--- src/rtl/fdiv_seq.sv ---
// rtl/fdiv_seq.sv - iterative IEEE-754 single divider, restoring radix-2, valid/ready handshakes
// Optional FDIV_ROUND_NEAREST_EN selects round-to-nearest-even instead of truncation.
module fdiv_seq #(
    parameter int ITERS_PER_CYCLE = 1
) (
    input  logic        clk,
    input  logic        rst,
    input  logic [31:0] a,
    input  logic [31:0] b,
    input  logic        in_valid,
    output logic        in_ready,
    output logic [31:0] z,
    output logic        out_valid,
    input  logic        out_ready,
    output logic        nan,
    output logic        zero,
    output logic        underflow,
    output logic        overflow,
    output logic        divzero
);

    localparam int STEPS = 26 / ITERS_PER_CYCLE;

`ifdef FDIV_ROUND_NEAREST_EN
    localparam logic ROUND_EN = 1'b1;
`else
    localparam logic ROUND_EN = 1'b0;
`endif

    typedef enum logic [1:0] {
        S_IDLE,
        S_DIV,
        S_NORM,
        S_DONE
    } state_t;

    state_t state, state_nxt;

    logic [25:0]        rem_r, rem_nxt;
    logic [23:0]        div_r;
    logic [25:0]        q_r, q_nxt;
    logic [4:0]         cnt_r;
    logic               sign_r;
    logic signed [9:0]  exp_r;

    // Operand classification on the live inputs, used only at accept
    logic       a_zero, b_zero, a_inf, b_inf, a_nan, b_nan, s_in;
    logic       spec_hit;
    logic [31:0] spec_z;
    logic [4:0]  spec_flags;

    always_comb begin
        a_zero = (a[30:23] == 8'h00);
        b_zero = (b[30:23] == 8'h00);
        a_inf  = (a[30:23] == 8'hFF) && (a[22:0] == 23'd0);
        b_inf  = (b[30:23] == 8'hFF) && (b[22:0] == 23'd0);
        a_nan  = (a[30:23] == 8'hFF) && (a[22:0] != 23'd0);
        b_nan  = (b[30:23] == 8'hFF) && (b[22:0] != 23'd0);
        s_in   = a[31] ^ b[31];
        spec_hit   = 1'b1;
        spec_z     = 32'h0;
        spec_flags = 5'b00000;
        if (a_nan || b_nan || (a_zero && b_zero) || (a_inf && b_inf)) begin
            spec_z     = 32'h7FC00000;
            spec_flags = 5'b10000;
        end else if (b_zero && !a_inf) begin
            spec_z     = {s_in, 8'hFF, 23'd0};
            spec_flags = 5'b00001;
        end else if (a_inf) begin
            spec_z     = {s_in, 8'hFF, 23'd0};
            spec_flags = 5'b00010;
        end else if (a_zero || b_inf) begin
            spec_z     = {s_in, 31'd0};
            spec_flags = 5'b01000;
        end else begin
            spec_hit = 1'b0;
        end
    end

    // ITERS_PER_CYCLE restoring steps chained per cycle
    always_comb begin
        rem_nxt = rem_r;
        q_nxt   = q_r;
        for (int i = 0; i < ITERS_PER_CYCLE; i++) begin
            if (rem_nxt >= {2'b00, div_r}) begin
                rem_nxt = rem_nxt - {2'b00, div_r};
                q_nxt   = {q_nxt[24:0], 1'b1};
            end else begin
                q_nxt   = {q_nxt[24:0], 1'b0};
            end
            rem_nxt = rem_nxt << 1;
        end
    end

    logic [22:0]        m_pre, m_fin;
    logic [23:0]        m_sum;
    logic               g, st, inc;
    logic signed [9:0]  e_pre, e_fin;
    logic [31:0]        norm_z;
    logic [4:0]         norm_flags;

    always_comb begin
        if (q_r[25]) begin
            m_pre = q_r[24:2];
            g     = q_r[1];
            st    = q_r[0] | (rem_r != 26'd0);
            e_pre = exp_r;
        end else begin
            m_pre = q_r[23:1];
            g     = q_r[0];
            st    = (rem_r != 26'd0);
            e_pre = exp_r - 10'sd1;
        end
        inc   = ROUND_EN & g & (st | m_pre[0]);
        m_sum = {1'b0, m_pre} + {23'd0, inc};
        // Rounding carry-out renormalises to 1.0 x 2^(e+1)
        m_fin = m_sum[23] ? 23'd0 : m_sum[22:0];
        e_fin = m_sum[23] ? (e_pre + 10'sd1) : e_pre;
        if (e_fin >= 10'sd255) begin
            norm_z     = {sign_r, 8'hFF, 23'd0};
            norm_flags = 5'b00010;
        end else if (e_fin <= 10'sd0) begin
            norm_z     = {sign_r, 31'd0};
            norm_flags = 5'b01100;
        end else begin
            norm_z     = {sign_r, e_fin[7:0], m_fin};
            norm_flags = 5'b00000;
        end
    end

    always_comb begin
        state_nxt = state;
        case (state)
            S_IDLE: if (in_valid) state_nxt = spec_hit ? S_DONE : S_DIV;
            S_DIV:  if (cnt_r == 5'(STEPS - 1)) state_nxt = S_NORM;
            S_NORM: state_nxt = S_DONE;
            S_DONE: if (out_ready) state_nxt = S_IDLE;
            default: state_nxt = S_IDLE;
        endcase
    end

    assign in_ready  = (state == S_IDLE);
    assign out_valid = (state == S_DONE);

    always_ff @(posedge clk or posedge rst) begin
        if (rst) begin
            state     <= S_IDLE;
            rem_r     <= 26'd0;
            div_r     <= 24'd0;
            q_r       <= 26'd0;
            cnt_r     <= 5'd0;
            sign_r    <= 1'b0;
            exp_r     <= 10'sd0;
            z         <= 32'h0;
            nan       <= 1'b0;
            zero      <= 1'b0;
            underflow <= 1'b0;
            overflow  <= 1'b0;
            divzero   <= 1'b0;
        end else begin
            state <= state_nxt;
            case (state)
                S_IDLE: begin
                    if (in_valid) begin
                        sign_r <= s_in;
                        exp_r  <= $signed({2'b00, a[30:23]}) - $signed({2'b00, b[30:23]}) + 10'sd127;
                        rem_r  <= {3'b001, a[22:0]};
                        div_r  <= {1'b1, b[22:0]};
                        q_r    <= 26'd0;
                        cnt_r  <= 5'd0;
                        if (spec_hit) begin
                            z <= spec_z;
                            {nan, zero, underflow, overflow, divzero} <= spec_flags;
                        end
                    end
                end
                S_DIV: begin
                    rem_r <= rem_nxt;
                    q_r   <= q_nxt;
                    cnt_r <= cnt_r + 5'd1;
                end
                S_NORM: begin
                    z <= norm_z;
                    {nan, zero, underflow, overflow, divzero} <= norm_flags;
                end
                default: ;
            endcase
        end
    end

endmodule
--- config.mk ---
export PLATFORM = sky130hd
export DESIGN_NAME = fdiv_seq
export DESIGN_NICKNAME = d
export VERILOG_FILES = /design/src/rtl/fdiv_seq.sv
export SDC_FILE = /design/constraint.sdc
export NUM_CORES = 1
export LEC_CHECK = 0
export BUFFER_PORTS_ARGS = -buffer_cell sky130_fd_sc_hd__buf_2
export CORE_MARGIN = 2
export CORE_UTILIZATION = 63
export DETAILED_ROUTE_END_ITERATION = 10
export PLACE_DENSITY_LB_ADDON = 0.1
export SETUP_SLACK_MARGIN = 0.5
export SLEW_MARGIN = 10
export SYNTH_ARGS = -nofsm -noshare
export SYNTH_HDL_FRONTEND = slang
export SYNTH_SLANG_ARGS = --single-unit
--- constraint.sdc ---
create_clock -name clk -period 8.8 [get_ports clk]
set_input_delay 0.88 -clock clk [delete_from_list [all_inputs] [get_ports clk]]
set_output_delay 0.88 -clock clk [all_outputs]
set_load 0.01 [all_outputs]
==> impl_summary.md <==
Layout
Compared with the post-synthesis result, the final layout area differs by 15.4%. The layout cell share with drive strength beyond 1 is 22.1%. The number of nets in the finished design is 1,029.

The number of antenna diodes in the final layout is 0.

Synthesis
The most instantiated flip-flop cell in the synthesis netlist is sky130_fd_sc_hd__dfrtp_1. The per-instance average area after synthesis is 9.65 sq um. Counting every net in the synthesized netlist gives 937.

Of the post-synthesis cell area, the dominant cell type holds 41.1%. Of all flip-flops after synthesis, the portion carrying an async set or reset was 100%. The synthesized netlist occupies a cell area of 7980 sq um. Synthesis produced 827 cells. Of the synthesized area, sequential elements account for 41.1%. The number of synthesized flops with an enable pin is 0. The count of distinct cell types in the synthesized netlist is 67. For this run, the number of Yosys warnings is 0. The cell type with the largest total area after synthesis is sky130_fd_sc_hd__dfrtp_1.

Synthesis inferred 131 register bits. Ranked by total cell area, the synthesized netlist is headed by sky130_fd_sc_hd__dfrtp_1, sky130_fd_sc_hd__ha_1, sky130_fd_sc_hd__mux2i_1, sky130_fd_sc_hd__a22o_1, sky130_fd_sc_hd__o21ai_0.

Route
Dividing the detail-routed wire length by the instance count gives 17.5 microns. The total length of routed wires is 19,300 microns. The via count normalized by instance count is 6.04. The first-pass iteration count of the detailed router is 5. In the routed design, unresolved DRC markers number 0. Across all layers, the routed design uses 6,673 vias. The top layer reached by signal wires is met4. The routed metal-1 wirelength is 8370 microns. In this run the remaining antenna-violating nets after routing total 0.

In this run, the number of DRC markers left after iteration 0 of detailed routing was 416. The met2 wire length is 9520 microns. The total length of routed met3 wires is 868 microns.

Critical path
The startpoint type of the worst setup path is a flop. Traced cell by cell, the critical path runs through ha_1 -> a21oi_1 -> o21ai_0 -> a2111oi_0 -> o311ai_4 -> buf_4 -> mux2i_1 -> a211o_1 -> o211ai_1. Along the worst path, the maximum fanout reaches 30. The sort of element at the end of the critical path is a flop. At the worst endpoint, the arrival time is 3.81 ns. The cell with the biggest individual delay on the critical path is sky130_fd_sc_hd__a2111oi_0.

The number of buffers and inverters on the critical path is 1. The kind of critical path is flop to flop. For this run, the slowest stage of the critical path takes 0.87 ns. The cell family contributing the most delay on the critical path is compound AO/OA/AOI/OAI gates.

The worst endpoint required time is 9.13 ns.

STA
The sum of negative setup slack is 0 ns. The pin slew with the least headroom to its limit is 1.11 ns. Setup violations remaining at the end of the flow were counted as 0. Based on the critical path, the design can be clocked at up to 287 MHz. The final max-slew violation count is 0. The worst clock skew is 0.0174 ns. Hold is met by 0.452 ns. The clock period could shrink to 3.48 ns. Measured against its own limit, the worst slew margin works out to 25.6%. The number of failing hold endpoints at the final stage is 0. Setup repair after global routing left no endpoint under its margin. Of the available clock period, the critical path in the final layout requires 39.5%.

Hold path
The path type of the worst min-delay path is flop to flop.

Floorplanning
The die is 117 microns tall. For this configuration, the core starts out at a cell density of 63.8%. The die covers 13,600 sq um.

The total number of placement rows is 41. The width of the die is 117 microns. After floorplanning, the core was sized to cover 12,500 sq um. 107 I/O pins were placed.

Pwr
Dividing total power by cell area gives a power density of 421 nW/um^2. The leakage power of the design is 0.00441 uW. The worst-case IR drop observed on VDD is 0.295 mV.

Clock network
Counting the buffers created by CTS gives 17. In this run, post-CTS repair resized a total of 0 instances. The number of post-CTS setup repair buffers is 0. The number of hold buffers added after CTS was 0. Counting every sink on the clock net gives 131.

The number of buffers between clock root and the deepest sink is 2. The CTS root buffer is sky130_fd_sc_hd__clkbuf_16. The level count of the clock H-tree is 4. The clock transition time at the flip-flop clock pins of the worst setup and hold paths is 0.07 ns. The clock reaches the later pin of the worst-skew pair after 0.43 ns. TritonCTS built the clock tree.

Placement
Routability-driven placement finished with a final weighted congestion of 0.988. Detailed placement finished with a half-perimeter wire length of 14,000 microns. The number of port buffers is 106.

GRT
The first-pass GRT wire length is 31,500 microns. The number of antenna violations at the first check in global routing is 0. The total global routing track utilization is 29.6%. The pin count of the biggest net entering global routing is 73. The via count of the first global-routing pass is 6,513. The overall overflow remaining after global route is 0.

Status
The run finished with clean final reports.

Flow run
The tool flagged a number of max-cap violations equal to 0.
[flip-flops by register name, summed over array words and instances (netlist names)]
register   cells
state          2
underflow      1
rem_r         26
exp_r         10
sign_r         1
div_r         24
cnt_r          5
overflow       1
z             32
nan            1
divzero        1
q_r           26
zero           1
[final cells by class]
class	instances	area, sq um
tap	172	215
sequential	131	3280
clock inverter	14	139
inverter	54	205
timing repair buffer	111	568
fill	946	3300
multi-input combinational	604	4370
clock buffer	18	439
[stage by stage]
step | cells | total power (uW) | cell area (sq um) | util, % | worst slack [ns]
5_1_grt | 1104 | 4190 | 9210 | 73.6 | 5.22
4_1_cts | 1104 | 3870 | 9210 | 73.6 | 5.44
3_5_place_dp | 1072 | 3150 | 8640 | 69.0 | 5.32
6_report | 1104 | 3880 | 9210 | 73.6 | 5.32
2_1_floorplan | 827 | 2650 | 7980 | - | 4.42
3_3_place_gp | 1072 | 3080 | 8640 | 69.0 | 5.39
[per-layer routing]
metal,global-route usage (%),vias to the layer above
met5,0,-
met4,12.5,0
met3,5.29,36
met2,50.3,191
met1,37.4,3241
li1,-,3205
[synth_stat cells (5+ instances only)]
cell                       instances
sky130_fd_sc_hd__nor3_1            8
sky130_fd_sc_hd__nand3_1          10
sky130_fd_sc_hd__o22ai_1           6
sky130_fd_sc_hd__o21ai_0          58
sky130_fd_sc_hd__a22o_1           35
sky130_fd_sc_hd__nor2_1           42
sky130_fd_sc_hd__xor2_1           24
sky130_fd_sc_hd__xnor2_1          17
sky130_fd_sc_hd__nor4_1           17
sky130_fd_sc_hd__a31oi_1           7
sky130_fd_sc_hd__mux2_2           24
sky130_fd_sc_hd__a211oi_1          6
sky130_fd_sc_hd__nor2b_1          11
sky130_fd_sc_hd__a21oi_1          40
sky130_fd_sc_hd__mux2i_1          38
sky130_fd_sc_hd__nand2b_1          6
sky130_fd_sc_hd__a21o_1           15
sky130_fd_sc_hd__nand2_1          77
sky130_fd_sc_hd__or2_2             5
sky130_fd_sc_hd__dfrtp_1         131
sky130_fd_sc_hd__nand4_1          11
sky130_fd_sc_hd__clkbuf_1         30
sky130_fd_sc_hd__o21ai_2          20
sky130_fd_sc_hd__a22oi_1          14
sky130_fd_sc_hd__nor3b_1           5
sky130_fd_sc_hd__buf_1             5
sky130_fd_sc_hd__ha_1             40
sky130_fd_sc_hd__o21a_1            5
sky130_fd_sc_hd__inv_1            54
[power breakdown]
part,leakage (uW),internal (uW),switching (uW)
Sequential,0.00166,847,211
Combinational,0.00245,913,1220
Clock,0.000289,405,288
Total,0.00441,2170,1720
[kinds of logic (layout without fill, tap and decap cells)]
group / after synthesis / in the layout / synth area share (%)
and+or+nand+nor: 216 / 216 / 13.6
muxes: 62 / 62 / 8.15
AOI/OAI and AO/OA: 242 / 242 / 21.1
buffers and inverters: 92 / 197 / 4.53
xor gates and xnor gates: 42 / 42 / 4.84
adders and majority gates: 42 / 42 / 6.77
DFF: 131 / 131 / 41.1
[final timing paths]
path | start | endpoint | slack [ns] | cells past startpoint
setup / recovery | rem_r[17]$_DFFE_PP0P_ | rem_r[10]$_DFFE_PP0P_ | 5.32 | 9
hold / removal | div_r[23]$_DFFE_PP0P_ | div_r[23]$_DFFE_PP0P_ | 0.45 | 2
setup reg to reg | rem_r[17]$_DFFE_PP0P_ | rem_r[10]$_DFFE_PP0P_ | 5.32 | 9
hold reg to reg | div_r[23]$_DFFE_PP0P_ | div_r[23]$_DFFE_PP0P_ | 0.45 | 2
max in group asynchronous | rst | rem_r[6]$_DFFE_PP0P_ | 6.81 | 3
min in group asynchronous | rst | rem_r[17]$_DFFE_PP0P_ | 0.60 | 2
[placed cells by master (no fill, tap or decap), types with 6 or more instances in the layout]
| master | count |
|---|---|
| sky130_fd_sc_hd__mux2i_1 | 38 |
| sky130_fd_sc_hd__clkbuf_16 | 17 |
| sky130_fd_sc_hd__o21ai_2 | 21 |
| sky130_fd_sc_hd__a22o_1 | 35 |
| sky130_fd_sc_hd__a211oi_1 | 6 |
| sky130_fd_sc_hd__nor4_1 | 17 |
| sky130_fd_sc_hd__a21oi_1 | 39 |
| sky130_fd_sc_hd__nand2_1 | 77 |
| sky130_fd_sc_hd__inv_6 | 8 |
| sky130_fd_sc_hd__nand4_1 | 11 |
| sky130_fd_sc_hd__nand2b_1 | 6 |
| sky130_fd_sc_hd__nand3_1 | 10 |
| sky130_fd_sc_hd__buf_2 | 106 |
| sky130_fd_sc_hd__nor2_1 | 41 |
| sky130_fd_sc_hd__xor2_1 | 24 |
| sky130_fd_sc_hd__nor3_1 | 8 |
| sky130_fd_sc_hd__dfrtp_1 | 131 |
| sky130_fd_sc_hd__a31oi_1 | 7 |
| sky130_fd_sc_hd__inv_1 | 53 |
| sky130_fd_sc_hd__o21ai_0 | 57 |
| sky130_fd_sc_hd__ha_1 | 40 |
| sky130_fd_sc_hd__a22oi_1 | 14 |
| sky130_fd_sc_hd__nor2b_1 | 11 |
| sky130_fd_sc_hd__xnor2_1 | 17 |
| sky130_fd_sc_hd__mux2_2 | 24 |
| sky130_fd_sc_hd__a21o_1 | 15 |
| sky130_fd_sc_hd__o22ai_1 | 6 |
[tightest hold or removal path: cells and delay by family, from the launching register on]
family	cells	cell delay, ns
simple gates	1	0.05
flops	1	0.33
buf+inv	1	0.05
(Power assumes the default switching activity.)
